<file path="config.mk">
export PLATFORM = sky130hd
export DESIGN_NAME = filter_scan_ctrl_flat
export DESIGN_NICKNAME = d
export VERILOG_FILES = /design/src/rtl/filter_scan_ctrl_if.sv /design/src/rtl/filter_scan_ctrl.sv /design/src/flat_wrapper.sv
export SDC_FILE = /design/constraint.sdc
export NUM_CORES = 1
export LEC_CHECK = 0
export BUFFER_PORTS_ARGS = -buffer_cell sky130_fd_sc_hd__buf_2
export CORE_MARGIN = 3
export CORE_UTILIZATION = 63
export DETAILED_ROUTE_END_ITERATION = 10
export GPL_TIMING_DRIVEN = 1
export PLACE_DENSITY = 0.95
export SLEW_MARGIN = 5
export SYNTH_ARGS = -nofsm -noshare
export SYNTH_HDL_FRONTEND = slang
export SYNTH_SLANG_ARGS = --single-unit
export TNS_END_PERCENT = 1
</file>
<file path="constraint.sdc">
create_clock -name clock -period 4.49 [get_ports clock]
set_input_delay 1.347 -clock clock [delete_from_list [all_inputs] [get_ports clock]]
set_output_delay 1.347 -clock clock [all_outputs]
set_load 0.03 [all_outputs]
</file>
<file path="src/rtl/filter_scan_ctrl_if.sv">
// Bundle of control, channel and status signals for filter_scan_ctrl.
// master drives the controls and raw inputs; slave (the filter) drives status and filtered levels.
interface filter_scan_ctrl_if #(
  parameter int N_CH  = 4,
  parameter int DIV_W = 16
);
  logic             enable;
  logic             div_load;
  logic [DIV_W-1:0] div_value;
  logic [N_CH-1:0]  sig_in;
  logic [N_CH-1:0]  sig_out;
  logic             busy;
  logic             round_done;
  logic             overrun;
  logic             irq;
  logic             chg_clr;

  modport master (
    output enable, div_load, div_value, sig_in, chg_clr,
    input  sig_out, busy, round_done, overrun, irq
  );

  modport slave (
    input  enable, div_load, div_value, sig_in, chg_clr,
    output sig_out, busy, round_done, overrun, irq
  );
endinterface

</file>
<file path="src/rtl/filter_scan_ctrl.sv">
// Shared DEPTH-sample glitch filter, time-multiplexed over N_CH channels on a prescaled tick.
// Optional change interrupt is built when FILTER_CHG_IRQ_EN is defined.
module filter_scan_ctrl #(
  parameter int N_CH  = 4,
  parameter int DEPTH = 3,
  parameter int DIV_W = 16
) (
  input logic          clock,
  input logic          reset,
  filter_scan_ctrl_if.slave bus
);
  localparam int CH_W = (N_CH > 1) ? $clog2(N_CH) : 1;

  typedef enum logic {IDLE, SCAN} state_t;

  state_t           state;
  logic [DIV_W-1:0] divisor;
  logic [DIV_W-1:0] count;
  logic [CH_W-1:0]  ch;
  logic [N_CH-1:0]  snap;
  logic [N_CH-1:0]  level;
  logic [DEPTH-1:0] hist [N_CH];
  logic             busy_q;
  logic             done_q;
  logic             ovr_q;
  logic             tick;
  logic             last_ch;
  logic [DEPTH-1:0] shifted;
  logic             new_level;

  // A load cycle never ticks, even if the old count happened to match.
  assign tick    = (count == divisor - DIV_W'(1)) && !bus.div_load;
  assign last_ch = (ch == CH_W'(N_CH - 1));

  always_comb begin
    shifted   = {hist[ch][DEPTH-2:0], snap[ch]};
    new_level = level[ch];
    if (&shifted)
      new_level = 1'b1;
    else if (~|shifted)
      new_level = 1'b0;
  end

  always_ff @(posedge clock) begin
    if (reset) begin
      divisor <= DIV_W'(1);
      count   <= '0;
    end else if (bus.div_load) begin
      divisor <= (bus.div_value == '0) ? DIV_W'(1) : bus.div_value;
      count   <= '0;
    end else if (tick) begin
      count <= '0;
    end else begin
      count <= count + DIV_W'(1);
    end
  end

  always_ff @(posedge clock) begin
    if (reset) begin
      state  <= IDLE;
      ch     <= '0;
      snap   <= '0;
      level  <= '0;
      busy_q <= 1'b0;
      done_q <= 1'b0;
      ovr_q  <= 1'b0;
      for (int unsigned i = 0; i < N_CH; i++)
        hist[i] <= '0;
    end else begin
      done_q <= 1'b0;
      if (bus.div_load)
        ovr_q <= 1'b0;
      else if (tick && state == SCAN)
        ovr_q <= 1'b1;

      case (state)
        IDLE: begin
          if (tick && bus.enable) begin
            snap   <= bus.sig_in;
            ch     <= '0;
            busy_q <= 1'b1;
            state  <= SCAN;
          end
        end
        SCAN: begin
          hist[ch]  <= shifted;
          level[ch] <= new_level;
          if (last_ch) begin
            busy_q <= 1'b0;
            done_q <= 1'b1;
            state  <= IDLE;
          end else begin
            ch <= ch + CH_W'(1);
          end
        end
        default: state <= IDLE;
      endcase
    end
  end

  assign bus.sig_out    = level;
  assign bus.busy       = busy_q;
  assign bus.round_done = done_q;
  assign bus.overrun    = ovr_q;

`ifdef FILTER_CHG_IRQ_EN
  logic [N_CH-1:0] chg_pend;
  logic [N_CH-1:0] chg_set;
  logic [N_CH-1:0] pend_next;
  logic            irq_q;

  // Set is OR-ed in after the clear so a same-cycle change keeps its bit.
  always_comb begin
    chg_set = '0;
    if (state == SCAN && new_level != level[ch])
      chg_set[ch] = 1'b1;
    pend_next = (chg_pend & ~{N_CH{bus.chg_clr}}) | chg_set;
  end

  always_ff @(posedge clock) begin
    if (reset) begin
      chg_pend <= '0;
      irq_q    <= 1'b0;
    end else begin
      chg_pend <= pend_next;
      irq_q    <= |pend_next;
    end
  end

  assign bus.irq = irq_q;
`else
  logic unused_chg_clr;
  assign unused_chg_clr = bus.chg_clr;
  assign bus.irq        = 1'b0;
`endif
endmodule

</file>
<file path="src/flat_wrapper.sv">
// flat-port wrapper written by rule: the top's interface ports become plain ports
module filter_scan_ctrl_flat 
#(
  parameter int N_CH  = 4,
  parameter int DEPTH = 3,
  parameter int DIV_W = 16
)
  (clock, reset, bus_enable, bus_div_load, bus_div_value, bus_sig_in, bus_chg_clr, bus_sig_out, bus_busy, bus_round_done, bus_overrun, bus_irq);
  filter_scan_ctrl_if #(.N_CH(N_CH), .DIV_W(DIV_W)) bus_i ();
  input logic clock;
  input logic reset;
  input wire logic [$bits(bus_i.enable)-1:0] bus_enable;
  input wire logic [$bits(bus_i.div_load)-1:0] bus_div_load;
  input wire logic [$bits(bus_i.div_value)-1:0] bus_div_value;
  input wire logic [$bits(bus_i.sig_in)-1:0] bus_sig_in;
  input wire logic [$bits(bus_i.chg_clr)-1:0] bus_chg_clr;
  output wire logic [$bits(bus_i.sig_out)-1:0] bus_sig_out;
  output wire logic [$bits(bus_i.busy)-1:0] bus_busy;
  output wire logic [$bits(bus_i.round_done)-1:0] bus_round_done;
  output wire logic [$bits(bus_i.overrun)-1:0] bus_overrun;
  output wire logic [$bits(bus_i.irq)-1:0] bus_irq;
  assign bus_i.enable = bus_enable;
  assign bus_i.div_load = bus_div_load;
  assign bus_i.div_value = bus_div_value;
  assign bus_i.sig_in = bus_sig_in;
  assign bus_i.chg_clr = bus_chg_clr;
  assign bus_sig_out = bus_i.sig_out;
  assign bus_busy = bus_i.busy;
  assign bus_round_done = bus_i.round_done;
  assign bus_overrun = bus_i.overrun;
  assign bus_irq = bus_i.irq;
  filter_scan_ctrl #(.N_CH(N_CH), .DEPTH(DEPTH), .DIV_W(DIV_W)) u_core (.clock(clock), .reset(reset), .bus(bus_i));
endmodule
</file>
# == Yosys cells after proc, flatten, opt, wreduce, memory -nomap -nowiden ==
# Memory sizes are Yosys's and may differ from the RTL's. A register that Yosys moved wholly into a read port is not among the register bits.
# Cells that the tools add are included.
# op_classes
muxes,30
reduce_logical,15
magnitude_cmp,2
n_eq_ne,5
n_addsub,3
bitwise,1
# ops
cell,n
"16-bit by 1-bit adder with 16-bit output, second input constant",1
16-bit equality test,1
16-bit logical NOT,1
1-bit two-way mux,16
16-bit two-way mux,1
"16-bit by 1-bit subtractor with 16-bit output, second input constant",1
2-bit two-way mux,5
3-bit OR reduction,3
2-bit AND reduction,3
1-bit binary-select mux with 2-bit select,2
4-bit bitwise mux,1
1-bit logical AND,4
"2-bit != test, second input constant",2
1-bit one-hot mux with 2 select lines,2
2-bit one-hot mux with 2 select lines,1
2-bit OR reduction,2
"2-bit by 3-bit < comparator with 1-bit output, second input constant",1
3-bit two-way mux,1
3-bit AND reduction,1
"2-bit by 1-bit adder with 2-bit output, second input constant",1
1-bit demux with 2-bit select,1
"2-bit equality test, second input constant",1
"2-bit by 1-bit >= comparator with 1-bit output, second input constant",1
"2-bit by 1-bit != test with 1-bit output, second input constant",1
2 further kinds,2
# word_totals
mem_bits_rw,12
register_bits,46
n_memories,1
inputBits,25
word_cells,66
# mem_list
name,words,word_bits,read_ports,rd_ports_with_merged_regs,write_ports,line,rtl
u_core.hist,4,3,1,1,4,filter_scan_ctrl.sv:22,logic [DEPTH-1:0] hist [N_CH];

# == Longest topological paths before layout ==
# depth
depth_word,8
ltp_mapped,11
mapped_depth_nobuf,8

# == Least setup slack after synthesis ==
# OpenSTA, ideal clock, no wires.
# synth_path
path_type,input-to-reg
start,in bus_div_load
end,reg with a tool-made name
t_arrival_ns,2.778
path_slack_ns,1.569
t_required_ns,4.347
stages,5
cell_sequence,nor3_1 o211ai_1 or4b_4 nor4_4 o21ai_0
# synth_rtl
item,line,rtl
start: declaration,flat_wrapper.sv:13,input wire logic [$bits(bus_i.div_load)-1:0] bus_div_load;

# == Worst setup path after layout ==
# layout_path
start,in bus_div_load
end,"reg u_core.ovr_q, in the netlist u_core.bus.overrun"
# layout_via
elab_chain_cells,3
word_cells_on_any_way,4
cone_classes,4 x reduce/logical
# layout_lines
item,line,rtl
1-bit logical NOT,filter_scan_ctrl.sv:32,assign tick = (count == divisor - DIV_W'(1)) && !bus.div_load;
1-bit logical AND,filter_scan_ctrl.sv:32,
1-bit logical AND,filter_scan_ctrl.sv:73,else if (tick && state == SCAN)
end signal: assignment,filter_scan_ctrl.sv:66,ovr_q <= 1'b0;
end signal: assignment,filter_scan_ctrl.sv:72,ovr_q <= 1'b0;
end signal: assignment,filter_scan_ctrl.sv:74,ovr_q <= 1'b1;
end: declaration,filter_scan_ctrl.sv:25,logic ovr_q;
# Parallel ways exist; a longest one is shown, timed or not.
# A chain may end at the register's enable or synchronous reset.

==> results.py <==
metrics = {
    "run_status": {
        "run_status": "finished clean",
    },
    "global_routing": {
        "grt_max_degree": 44,
        "grt_use_total_pct": 24.3,
        "first_global_vias": 2425,
        "overflow": 0,
        "antenna_found_initial": 0,
        "grt_pass1_wl_um": 10700,
    },
    "cells_and_area": {
        "diodes": 0,
        "area_growth_pct": 6.57,
        "nets": 370,
        "drive_above_1_share_pct": 16.5,
    },
    "sta": {
        "finalHoldViolations": 0,
        "fmax_ghz": 0.315,
        "relSlewSlack_pct": 43.1,
        "setup_tns_ps": 0,
        "tightest_slew_ps": 847,
        "finalSetupViolCount": 0,
        "whs_ps": 486,
        "rsz0062_at_grt": "no",
        "slew_violations": 0,
        "clock_skew_ps": 15.3,
        "post-route-min-period_ps": 3180,
        "finalCritPeriodShare_pct": 70.8,
    },
    "die": {
        "initial_core_util_pct": 67.7,
        "dieArea_um2": 5710,
        "die_y_um": 75.6,
        "num_rows": 24,
        "fp.coreArea_um2": 4500,
        "boundaryPins": 33,
        "die_width_um": 75.6,
    },
    "clock_tree": {
        "cts.path.max_buffers": 2,
        "clock-sinks": 56,
        "cts_buffers": 5,
        "htree_num_levels": 2,
        "clk_pin_slew_ps": 110,
        "cts_setup_buffers": 0,
        "post_cts_resized": 0,
        "clkLatencyLatePin_ps": 320,
        "ctsHoldBuffers": 0,
        "cts_tree": "done",
        "cts-root-buf": "clkbuf_8",
    },
    "placement": {
        "port_buffers": 30,
        "place_hpwl_um": 4720,
        "gp_congestion": 0.859,
    },
    "logic_synthesis": {
        "post-synth-top-count-cell": "dfxtp_1",
        "synth-edff-count": 8,
        "synthCells": 323,
        "yosysWarnings": 0,
        "yosysTopAreaCell": "dfxtp_1",
        "ys_ff_latch": 56,
        "synthTopCellsByArea": "dfxtp_1 32%, edfxtp_1 7.9%, mux2i_1 6.2%, xnor2_1 5.7%, nor3_1 4.4%",
        "yosysUniqueCellTypes": 52,
        "yosys.area_share.simple_pct": 25.1,
        "synth_top_area_share_pct": 31.5,
        "synthFlopType": "dfxtp_1",
        "synth_top_family_by_area": "simple AND/OR/NAND/NOR gates",
        "avgSynthCellArea_um2": 9.44,
        "syn_nets": 354,
        "synthTopCellsByCount": "48 x dfxtp_1, 27 x nor3_1, 26 x nor2_1",
        "synth_mux_area_share_pct": 9.56,
        "synthesis.area_um2": 3050,
        "synthArstFlopShare_pct": 0,
        "synth_compound_gate_area_share_pct": 8.87,
        "seq_area_frac_synth_pct": 39.4,
        "synthAdderAreaFrac_pct": 2.46,
        "synth-xor-area-share_pct": 10.1,
    },
    "detailed_routing": {
        "wl_um": 6410,
        "drtIter0Drc": 150,
        "post_drt_via_cell_ratio": 6.15,
        "routedWlPerCell_um": 16.4,
        "remaining_drc_errors": 0,
        "first_pass_iters": 5,
        "num_vias": 2410,
        "antenna_left": 0,
    },
    "pwr": {
        "p_leak_nw": 1.21,
        "finalPower_mw": 0.938,
        "powerDensity_nw_per_um2": 289,
        "peakVddDrop_uv": 194,
    },
    "worst_setup_path": {
        "worstSetupPathType": "input pin to register",
        "cp_max_fo": 20,
        "crit_path_end_kind": "register",
        "start_kind": "input pin",
        "crit_required_ps": 4750,
        "worstPathArrival_ps": 3430,
    },
    "hold_path": {
        "min_path_type": "register to register",
    },
    "run": {
        "cap_violations": 0,
    },
}
flip-flops by register name (all words and copies together) (netlist names), named ones only:
name and cells:
u_core.count 16, u_core.divisor 16, u_core.hist 8, u_core.bus.sig_out 4, u_core.snap 4, u_core.ch 2
u_core.bus.busy 1, u_core.bus.overrun 1, u_core.bus.round_done 1, u_core.state 1
cell usage in the layout, fill, tap and decap left out, types with 3 or more instances in the layout:
cell type,n
dfxtp_1,48
buf_2,30
nor3_1,27
nor2_1,26
nand2_1,20
xnor2_1,20
mux2i_1,19
xor2_1,15
nand3_1,15
o21ai_0,9
nand2b_1,9
a21oi_1,8
edfxtp_1,8
inv_1,7
ha_1,6
and3_1,5
clkbuf_8,5
mux4_2,4
nor2b_1,4
o21bai_1,4
and2_1,3
nor4_4,3
o21a_1,3
or3_1,3
nor4_1,3
logic make-up (layout without fill, tap and decap cells):
kind of cell             after synthesis  count (layout)
AO/OA/AOI/OAI                         40              40
multiplexers                          24              24
other                                  1               1
adder cells (fa/ha/maj)                6               6
AND/OR/NAND/NOR                      133             133
buffers and inverters                 28              45
XOR/XNOR                              35              35
flip-flops                            56              56
stage by stage:
| stage | std cells | setup WS, ps | util (%) | instance area, um^2 |
|---|---|---|---|---|
| global route | 392 | 1090 | 72.1 | 3250 |
| floorplan | 323 | 1570 | - | 3050 |
| CTS | 392 | 1320 | 72.1 | 3250 |
| global placement | 384 | 1010 | 70.0 | 3150 |
| finish | 392 | 1310 | 72.1 | 3250 |
| detailed placement | 384 | 990 | 70.0 | 3150 |
worst paths after layout:
| kind | cells after the start | slack [ps] | from | to |
|---|---|---|---|---|
| setup / recovery | 6 | 1310 | bus_div_load | u_core.bus.overrun |
| setup reg to reg | 8 | 1510 | u_core.divisor[0] | u_core.bus.overrun |
| hold / removal | 2 | 490 | u_core.bus.sig_out[0] | u_core.bus.sig_out[0] |
| hold reg to reg | 2 | 490 | u_core.bus.sig_out[0] | u_core.bus.sig_out[0] |
area by class of cell:
class	instances	area, um^2
multi-input cells	239	1710
inverters	7	26.3
well taps	52	65.1
clock inverters	3	25.0
clock buffers	5	68.8
flip-flops and latches	56	1200
repair buffers	30	150
fillers	331	1260
metal layers:
layer	track usage [%]	part of all wire (%)
met4	8.54	2.5
met2	44.8	51
met5	0	0
met3	3.96	4.4
met1	28.3	42
report_power, final:
part	switching, mW	total (mW)	leakage, nW	internal [mW]
registers	0.0207	0.541	0.473	0.520
clock network	0.175	0.289	0.0452	0.114
logic	0.0582	0.108	0.691	0.0500
total	0.254	0.938	1.21	0.684
worst max-delay path, cell delays in order:
cell,delay (ps)
buf_2,280
nor3_1,240
o211ai_1,120
or4b_4,560
nor4_4,660
a22o_1,220
(Power assumes the default switching activity.)
